[config.mk]
export PLATFORM = sky130hd
export DESIGN_NAME = finder_pattern_scanner
export DESIGN_NICKNAME = d
export VERILOG_FILES = /design/src/rtl/finder_pattern_scanner.sv
export SDC_FILE = /design/constraint.sdc
export NUM_CORES = 2
export LEC_CHECK = 0
export ABC_AREA = 1
export CAP_MARGIN = 10
export CORE_AREA = 3 3 381 383
export DETAILED_ROUTE_END_ITERATION = 6
export DIE_AREA = 0 0 384 386
export HOLD_SLACK_MARGIN = 0.02
export PLACE_DENSITY_LB_ADDON = 0.2
export SLEW_MARGIN = 20
export SYNTH_ARGS = -nofsm -noshare
export SYNTH_HDL_FRONTEND = slang
export SYNTH_SLANG_ARGS = --single-unit
[constraint.sdc]
create_clock -name clk_in -period 6.91 [get_ports clk_in]
set_input_delay 0.691 -clock clk_in [delete_from_list [all_inputs] [get_ports clk_in]]
set_output_delay 0.691 -clock clk_in [all_outputs]
set_load 0.05 [all_outputs]
[src/rtl/finder_pattern_scanner.sv]
// ============================================================================
// finder_pattern_scanner
// Scans a binarised frame row-major then column-major and marks the centres
// of QR finder runs (1:1:3:1:1) in horz_patterns / vert_patterns.
// Revision: 1.0
// ============================================================================
`default_nettype none

module finder_pattern_scanner #(
    parameter int WIDTH        = 480,
    parameter int HEIGHT       = 480,
    parameter int READ_LATENCY = 2
) (
    input  logic              clk_in,
    input  logic              rst_in,
    input  logic              start_scan,
    input  logic              pixel_reading,
    output logic [19:0]       address_reading,
    output logic [WIDTH-1:0]  horz_patterns,
    output logic [HEIGHT-1:0] vert_patterns,
    output logic              start_cross,
    output logic              busy
);

    localparam logic [2:0]  S_IDLE  = 3'd0;
    localparam logic [2:0]  S_HSCAN = 3'd1;
    localparam logic [2:0]  S_VSCAN = 3'd2;
    localparam logic [2:0]  S_DRAIN = 3'd3;
    localparam logic [2:0]  S_DONE  = 3'd4;
    localparam logic [8:0]  X_LAST  = 9'(WIDTH - 1);
    localparam logic [8:0]  Y_LAST  = 9'(HEIGHT - 1);
    localparam logic [19:0] ROW_STEP = 20'(WIDTH);
    localparam int          TAG_W   = 13;

    logic [2:0] state, next_state;
    logic [8:0] x_cnt, y_cnt;
    logic       scanning, scan_last, accept;

    assign scanning  = (state == S_HSCAN) || (state == S_VSCAN);
    assign scan_last = (x_cnt == X_LAST) && (y_cnt == Y_LAST);
    assign accept    = (state == S_IDLE) && start_scan;

    // Read pipeline tag: {valid, phase, line_start, line_end, position}
    logic [READ_LATENCY*TAG_W-1:0] pipe;
    logic [TAG_W-1:0] tag_in, tag_out;
    logic             pipe_busy;
    logic             check;

    always_ff @(posedge clk_in or negedge rst_in) begin
        if (!rst_in) state <= S_IDLE;
        else         state <= next_state;
    end

    always_comb begin
        next_state = state;
        case (state)
            S_IDLE:  if (start_scan) next_state = S_HSCAN;
            S_HSCAN: if (scan_last)  next_state = S_VSCAN;
            S_VSCAN: if (scan_last)  next_state = S_DRAIN;
            S_DRAIN: if (!pipe_busy) next_state = S_DONE;
            S_DONE:  next_state = S_IDLE;
            default: next_state = S_IDLE;
        endcase
    end

    always_comb begin
        busy        = (state != S_IDLE);
        start_cross = (state == S_DONE);
    end

    // Address generation: row-major increments by 1, column-major by WIDTH
    always_ff @(posedge clk_in or negedge rst_in) begin
        if (!rst_in) begin
            x_cnt <= '0; y_cnt <= '0; address_reading <= '0;
        end else if (accept || (scanning && scan_last)) begin
            x_cnt <= '0; y_cnt <= '0; address_reading <= '0;
        end else if (state == S_HSCAN) begin
            address_reading <= address_reading + 20'd1;
            if (x_cnt == X_LAST) begin
                x_cnt <= '0;
                y_cnt <= y_cnt + 9'd1;
            end else begin
                x_cnt <= x_cnt + 9'd1;
            end
        end else if (state == S_VSCAN) begin
            if (y_cnt == Y_LAST) begin
                y_cnt           <= '0;
                x_cnt           <= x_cnt + 9'd1;
                address_reading <= 20'(x_cnt) + 20'd1;
            end else begin
                y_cnt           <= y_cnt + 9'd1;
                address_reading <= address_reading + ROW_STEP;
            end
        end
    end

    always_comb begin
        if (state == S_VSCAN)
            tag_in = {scanning, 1'b1, (y_cnt == 9'd0), (y_cnt == Y_LAST), y_cnt};
        else
            tag_in = {scanning, 1'b0, (x_cnt == 9'd0), (x_cnt == X_LAST), x_cnt};
    end

    generate
        if (READ_LATENCY == 1) begin : g_pipe_single
            always_ff @(posedge clk_in or negedge rst_in) begin
                if (!rst_in) pipe <= '0;
                else         pipe <= tag_in;
            end
        end else begin : g_pipe_shift
            always_ff @(posedge clk_in or negedge rst_in) begin
                if (!rst_in) pipe <= '0;
                else         pipe <= {pipe[(READ_LATENCY-1)*TAG_W-1:0], tag_in};
            end
        end
    endgenerate

    assign tag_out = pipe[READ_LATENCY*TAG_W-1 -: TAG_W];

    always_comb begin
        pipe_busy = check;
        for (int i = 0; i < READ_LATENCY; i++)
            pipe_busy = pipe_busy | pipe[i*TAG_W + TAG_W - 1];
    end

    // Run-length encoder; history index 4 is the newest run
    logic            a_valid, a_phase, a_first, a_last;
    logic [8:0]      a_pos;
    logic [8:0]      run_len, run_len_n, len_inc, old_len, old_pos;
    logic            run_color, run_color_n;
    logic [4:0][8:0] hist_len, hist_len_n;
    logic [4:0]      hist_color, hist_color_n;
    logic [2:0]      hist_cnt, hist_cnt_n;
    logic [8:0]      newest_pos, newest_pos_n;
    logic            check_n, check_phase, check_phase_n;
    logic            clear, push_old, push_new;

    assign {a_valid, a_phase, a_first, a_last, a_pos} = tag_out;
    assign len_inc = (run_len == 9'd511) ? run_len : run_len + 9'd1;

    always_comb begin
        clear = 1'b0; push_old = 1'b0; push_new = 1'b0;
        old_len = run_len; old_pos = a_pos - 9'd1;
        run_len_n = run_len; run_color_n = run_color;
        check_phase_n = check_phase;
        if (a_valid) begin
            check_phase_n = a_phase;
            if (a_first) begin
                clear = 1'b1; run_len_n = 9'd1; run_color_n = pixel_reading;
                push_new = a_last;
            end else if (pixel_reading == run_color) begin
                run_len_n = len_inc;
                if (a_last) begin
                    push_old = 1'b1; old_len = len_inc; old_pos = a_pos;
                end
            end else begin
                run_len_n = 9'd1; run_color_n = pixel_reading; push_old = 1'b1;
                // A trailing single white pixel can never end a pattern, so it is dropped
                push_new = a_last && !pixel_reading;
            end
        end
        hist_len_n   = clear ? '0 : hist_len;
        hist_color_n = clear ? '0 : hist_color;
        hist_cnt_n   = clear ? 3'd0 : hist_cnt;
        newest_pos_n = newest_pos;
        if (push_old) begin
            hist_len_n   = {old_len, hist_len_n[4:1]};
            hist_color_n = {run_color, hist_color_n[4:1]};
            hist_cnt_n   = (hist_cnt_n == 3'd5) ? 3'd5 : hist_cnt_n + 3'd1;
            newest_pos_n = old_pos;
        end
        if (push_new) begin
            hist_len_n   = {9'd1, hist_len_n[4:1]};
            hist_color_n = {pixel_reading, hist_color_n[4:1]};
            hist_cnt_n   = (hist_cnt_n == 3'd5) ? 3'd5 : hist_cnt_n + 3'd1;
            newest_pos_n = a_pos;
        end
        check_n = (push_old || push_new) && !hist_color_n[4];
    end

    always_ff @(posedge clk_in or negedge rst_in) begin
        if (!rst_in) begin
            run_len <= '0; run_color <= 1'b0; hist_len <= '0; hist_color <= '0;
            hist_cnt <= '0; newest_pos <= '0; check <= 1'b0; check_phase <= 1'b0;
        end else begin
            run_len <= run_len_n; run_color <= run_color_n; hist_len <= hist_len_n;
            hist_color <= hist_color_n; hist_cnt <= hist_cnt_n; newest_pos <= newest_pos_n;
            check <= check_n; check_phase <= check_phase_n;
        end
    end

    // Ratio test on the registered history, one cycle after the black run completes
    function automatic logic side_ok(input logic [8:0] r, input logic [15:0] s);
        return (16'(r) * 16'd14 >= s) && (16'(r) * 16'd14 <= s * 16'd3);
    endfunction

    logic [11:0] sum12;
    logic [15:0] sum16;
    logic [9:0]  center;
    logic        hit;
    logic [WIDTH-1:0]  horz_set;
    logic [HEIGHT-1:0] vert_set;

    always_comb begin
        sum12  = 12'(hist_len[0]) + 12'(hist_len[1]) + 12'(hist_len[2])
               + 12'(hist_len[3]) + 12'(hist_len[4]);
        sum16  = 16'(sum12);
        center = 10'(newest_pos) - 10'(hist_len[4]) - 10'(hist_len[3])
               - 10'(hist_len[2] >> 1);
        hit    = check && (hist_cnt == 3'd5) && (hist_color == 5'b01010)
              && (sum12 >= 12'd7)
              && side_ok(hist_len[0], sum16) && side_ok(hist_len[1], sum16)
              && side_ok(hist_len[3], sum16) && side_ok(hist_len[4], sum16)
              && (16'(hist_len[2]) * 16'd7 >= sum16 * 16'd2)
              && (16'(hist_len[2]) * 16'd7 <= sum16 * 16'd4);
        for (int i = 0; i < WIDTH; i++)
            horz_set[i] = hit && !check_phase && (center == 10'(i));
        for (int i = 0; i < HEIGHT; i++)
            vert_set[i] = hit && check_phase && (center == 10'(i));
    end

    always_ff @(posedge clk_in or negedge rst_in) begin
        if (!rst_in) begin
            horz_patterns <= '0;
            vert_patterns <= '0;
        end else if (accept) begin
            horz_patterns <= '0;
            vert_patterns <= '0;
        end else begin
            horz_patterns <= horz_patterns | horz_set;
            vert_patterns <= vert_patterns | vert_set;
        end
    end

endmodule

`default_nettype wire

Yosys cells after proc, flatten, opt, wreduce, memory -nomap -nowiden
Index checks and enable logic that the tools add are counted.
- bits in registers: 1101
- bits in latches: 0
- RAM bits: 0
- bits in read-only memories: 0
- output and inout bits: 982
- memories: 0
- add/subtract/negate cells: 16
- $mul: 6
- div/mod/pow operators: 0
- order comparisons: 11
- eq/ne operators: 497
- shift operators: 0
- muxes and demuxes: 57
- bitwise logic cells: 4
- reduce and logical (&&, ||, !) cells: 999
- operator list (operator ; count):
    equality test 10 x 9 -> 1 bit (second input constant) ; 224
    equality test 10 x 8 -> 1 bit (second input constant) ; 128
    logical AND 1 bit ; 980
    two-way mux 480 bit ; 2
    OR 480 bit ; 2
    equality test 10 x 7 -> 1 bit (second input constant) ; 64
    equality test 10 x 6 -> 1 bit (second input constant) ; 32
    two-way mux 9 bit ; 23
    equality test 10 x 5 -> 1 bit (second input constant) ; 16
    two-way mux 45 bit ; 3
    equality test 10 x 4 -> 1 bit (second input constant) ; 8
    two-way mux 20 bit ; 4
    multiplier 9 x 3 -> 12 bit (second input constant) ; 5
    less-or-equal comparator 13 x 14 -> 1 bit ; 4
    >= comparator 13 x 12 -> 1 bit ; 4
    equality test 10 x 3 -> 1 bit (second input constant) ; 4
    adder 9 x 1 -> 9 bit (second input constant) ; 3
    equality test 9 bit (second input constant) ; 3
    two-way mux 3 bit ; 9
    adder 20 x 1 -> 20 bit (second input constant) ; 1
    adder 20 x 9 -> 20 bit (second input constant) ; 1
    equality test 10 x 2 -> 1 bit (second input constant) ; 2
    logical NOT 9 bit ; 2
    two-way mux 5 bit ; 3
    other kinds (34) ; 63

Depth between registers and ports, before layout
- depth in word-level cells: 17
- depth in mapped cells: 42

Worst setup path before layout
No wires, ideal clock.
- path type: register to register
- from: register hist_len[1] in the netlist's numbering
- to: register horz_patterns[236]
- setup time: 78 ps
- arrival: 6341 ps
- required time: 6832 ps
- slack: 491 ps
- cell stages (with the launch flop): 38
- cells stage by stage: dfrtp_1 inv_1 fa_1 fa_1 inv_1 fa_1 ha_1 fa_1 xor2_1 ha_1 a21o_1 a31oi_1 o21ai_0 nand4_1 nand3_1 nand2_1 nand2_1 a21oi_1 [2 not listed] o21bai_1 xor2_1 ha_1 and3_1 nand2_1 nand2_1 nand2_1 nand3_1 nand3_2 nand2_1 nor2_1 nand3_2 nor2_4 buf_12 buf_8 buf_12 nand3_2 a21oi_2
- word-level cells in the longest chain between the ends: 17
- RTL lines (what ; RTL line ; source):
    start: declaration ; 131 ; logic [4:0][8:0] hist_len, hist_len_n;
    start signal: assignment ; 186 ; run_len <= run_len_n; run_color <= run_color_n; hist_len <= hist_len_n;
    adder 9 x 9 -> 10 bit ; 205 ; sum12 = 12'(hist_len[0]) + 12'(hist_len[1]) + 12'(hist_len[2])
    adder 10 x 9 -> 11 bit ; 205 ;
    adder 11 x 9 -> 12 bit ; 206 ; + 12'(hist_len[3]) + 12'(hist_len[4]);
    adder 12 x 9 -> 12 bit ; 206 ;
    multiplier 12 x 2 -> 14 bit ; 194 ; return (16'(r) * 16'd14 >= s) && (16'(r) * 16'd14 <= s * 16'd3);
    less-or-equal comparator 13 x 14 -> 1 bit ; 194 ;
    logical AND 1 bit ; 194 ;
    logical AND 1 bit (2 in a row) ; 212 ; && side_ok(hist_len[0], sum16) && side_ok(hist_len[1], sum16)
    logical AND 1 bit (2 in a row) ; 213 ; && side_ok(hist_len[3], sum16) && side_ok(hist_len[4], sum16)
    logical AND 1 bit ; 214 ; && (16'(hist_len[2]) * 16'd7 >= sum16 * 16'd2)
    logical AND 1 bit * ; 215 ; && (16'(hist_len[2]) * 16'd7 <= sum16 * 16'd4);
    logical AND 1 bit * (2 in a row) ; 217 ; horz_set[i] = hit && !check_phase && (center == 10'(i));
    OR 480 bit * ; 230 ; horz_patterns <= horz_patterns | horz_set;
    two-way mux 480 bit * ; 226 ; end else if (accept) begin
    end signal: assignment ; 230 ;
    end: declaration ; 19 ; output logic [WIDTH-1:0] horz_patterns,
Every way passes the cells marked *; elsewhere a longest branch is shown, timed or not.
A chain may end at the register's enable or synchronous reset.

Worst setup path in the final report
- from: register hist_len[1] in the netlist's numbering
- to: register vert_patterns[274]
- word-level cells in the longest chain between the ends: 17
- RTL lines (what ; RTL line ; source):
    adder 9 x 9 -> 10 bit ; 205 ;
    adder 10 x 9 -> 11 bit ; 205 ;
    adder 11 x 9 -> 12 bit ; 206 ;
    adder 12 x 9 -> 12 bit ; 206 ;
    multiplier 12 x 2 -> 14 bit ; 194 ;
    less-or-equal comparator 13 x 14 -> 1 bit ; 194 ;
    logical AND 1 bit ; 194 ;
    logical AND 1 bit (2 in a row) ; 212 ;
    logical AND 1 bit (2 in a row) ; 213 ;
    logical AND 1 bit ; 214 ;
    logical AND 1 bit * ; 215 ;
    logical AND 1 bit * (2 in a row) ; 219 ; vert_set[i] = hit && check_phase && (center == 10'(i));
    OR 480 bit * ; 231 ; vert_patterns <= vert_patterns | vert_set;
    two-way mux 480 bit * ; 226 ;
    end signal: assignment ; 231 ;
    end: declaration ; 20 ; output logic [HEIGHT-1:0] vert_patterns,
Marked as above.

==> out/results.txt <==
Root Driver: clkbuf_16
crit share post-route: 0.980
Synth async-reset ratio: 1.00
sequential area share after synthesis: 0.473
fin nets: 8,176
leading post-synthesis cells by cell area: dfrtp_1, nand3_1, a21oi_1
clk_lat worst skew: 790 ps
cell family with most CP delay: adder cells
vias per cell: 5.53
clock buffer depth: 3
final WL: 257 mm
initial antenna violation count: 7
status: completed
post-synth cell types: 65
initial core utilization: 0.411
DR DRC count: 0
Yosys top cell area share: 0.473
die area: 0.148 mm2
Final GP Congestion: 0.940
DRT Pass-1 Iters: 6
HP Class: reg2reg
CP bufs+invs: 9
most frequent cells in the layout: inv_1, dfrtp_1, clkdlybuf4s50_1
max_slew headroom: 0.0140
CTS buffer count: 120
vias in the first global route: 52,200
Post-synth EDFFs: 0
Die Wd: 384 um
clk sink count: 1,101
Max Cap Viol: 0
Post-Syn Area: 0.0583 mm2
Pins Over Slew Limit: 0
clock transition at the registers of the reported paths: 70 ps
RSZ-0062 raised after global routing: yes
CP peak stage delay: 500 ps
gr ovfl total: 0
kind of critical path: reg2reg
most common cell after layout, fill and taps aside: inv_1
post-synth top area cell: dfrtp_1
Synth Instances: 6,899
Port Buffer Count: 985
CP arrival: 7460 ps
first-iteration detailed-routing DRC count: 5,748
Final Setup Violations: 0
Yosys warnings: 0
I/O pin total: 986
vias: 54,500
register bit count reported by yosys: 1,101
f_max: 148 MHz
Mapped Nets: 7,193
core area: 0.142 mm2
# fillers: 13,000
final setup skew: 87.1 ps
area delta synth->final: 32.5%
total track usage: 0.333
kind of start point of the critical path: flop
placed cells: 9,607
Post-DP HPWL: 183 mm
Tightest Pin Transition: 1480 ps
Layout Cells excl Fill: 9,871
layout cell share with drive strength beyond 1: 0.124
CP Capture Type: flop
Top FF cell, synth: dfrtp_1
area of the multi-input gates: 0.0244 mm2
DR WL/cell: 26.0 um
Slowest-stage cell, CP: fa_1
first-pass GRT wire length: 364 mm
Detail Route Antenna Nets: 0
Seq. cell area: 0.0276 mm2
largest net degree at the start of global routing: 223
Critical Path RT: 7600 ps
crit-path most repeated cell: nand2_2
Final Hold Viols: 0
CTS tree: built
average cell area after synthesis: 8.45 um2
htree depth: 3
site row count: 138
Final min period: 6770 ps
critical-path maximum fanout: 20
Die Span Y: 386 um
-- final timing paths --
check | from | endpoint | slack, ps | depth (start not counted)
hold reg to reg | pipe[0] | pipe[13] | 340 | 0
setup reg to reg | hist_len[1] | vert_patterns[274] | 140 | 38
setup / recovery | hist_len[1] | vert_patterns[274] | 140 | 38
max in group asynchronous | rst_in | horz_patterns[387] | 4700 | 4
hold / removal | pipe[0] | pipe[13] | 340 | 0
min in group asynchronous | rst_in | vert_patterns[104] | 570 | 2
-- Yosys cell counts (all sizes together), types with 56 or more instances --
library cell	number
buf	177
nand3	1106
clkbuf	265
xor2	56
nand2	474
a21oi	1094
nor3	389
ha	201
o21ai	113
dfrtp	1101
fa	89
nor2	288
inv	1342
-- routing by layer --
| metal | track usage | wire, um |
|---|---|---|
| met1 | 0.431 | 102000 |
| met4 | 0.192 | 17000 |
| met5 | 0 | 76 |
| met3 | 0.0880 | 23900 |
| met2 | 0.502 | 114000 |
-- worst register-to-register path: cells and delay by family (launching register included) --
kind,cells,cell delay [ps]
AO/OA/AOI/OAI,5,890
XOR/XNOR,2,350
adder cells (fa/ha/maj),7,2650
buffers and inverters,9,1230
flip-flops,1,370
AND/OR/NAND/NOR,15,1270
-- state kept, by name, summed over array words and instances, names as in the netlist --
name / cells
hist_cnt: 3
vert_patterns: 480
y_cnt: 9
address_reading: 20
hist_len: 45
horz_patterns: 480
pipe: 26
check_phase: 1
newest_pos: 9
run_color: 1
hist_color: 5
state: 3
check: 1
run_len: 9
x_cnt: 9
-- cell type report --
type                    count  share of cell area
repair buffers           1332               0.177
inverters                1346              0.0655
well taps                1890              0.0306
multi-input cells        3981               0.316
flip-flops and latches   1101               0.357
diodes                      1           0.0000324
clock inverters            43             0.00787
clock buffers             177              0.0463
-- per-stage QoR --
stage                     setup WS [ps]  hold WS (ps)  setup TNS [ps]  cell area [um2]   util
after CTS                          19.9           346               0            75500  0.532
after floorplan                     491           331               0            58300      -
after global routing               -211           354         -111490            77200  0.545
after detailed placement           -202           335          -82940            70900  0.500
final                               135           344               0            77200  0.545
after global placement             -132           332          -39500            70900  0.500
-- timing repair --
| action | in CTS | in global routing |
|---|---|---|
| pin swaps | 8 | 61 |
| hold endpoints to repair | 13 | 0 |
| cloned | 4 | 14 |
| hold buffers | 1 | 0 |
| gates resized for setup | 29 | 258 |
| endpoints found under the setup margin | 817 | 960 |
| setup buffers | 4 | 19 |
-- cell families after synthesis --
group	count (synthesis)	share of synthesized area
xor gates and xnor gates	67	0.0102
DFF	1101	0.473
AOI/OAI and AO/OA	1309	0.122
muxes	2	0.000344
buffers and inverters	1817	0.129
adders and majority gates	290	0.0737
and+or+nand+nor	2313	0.193
Power is left out: the tool's default activity adds up to more than one toggle a clock period on the data nets, which glitch-free logic cannot reach.
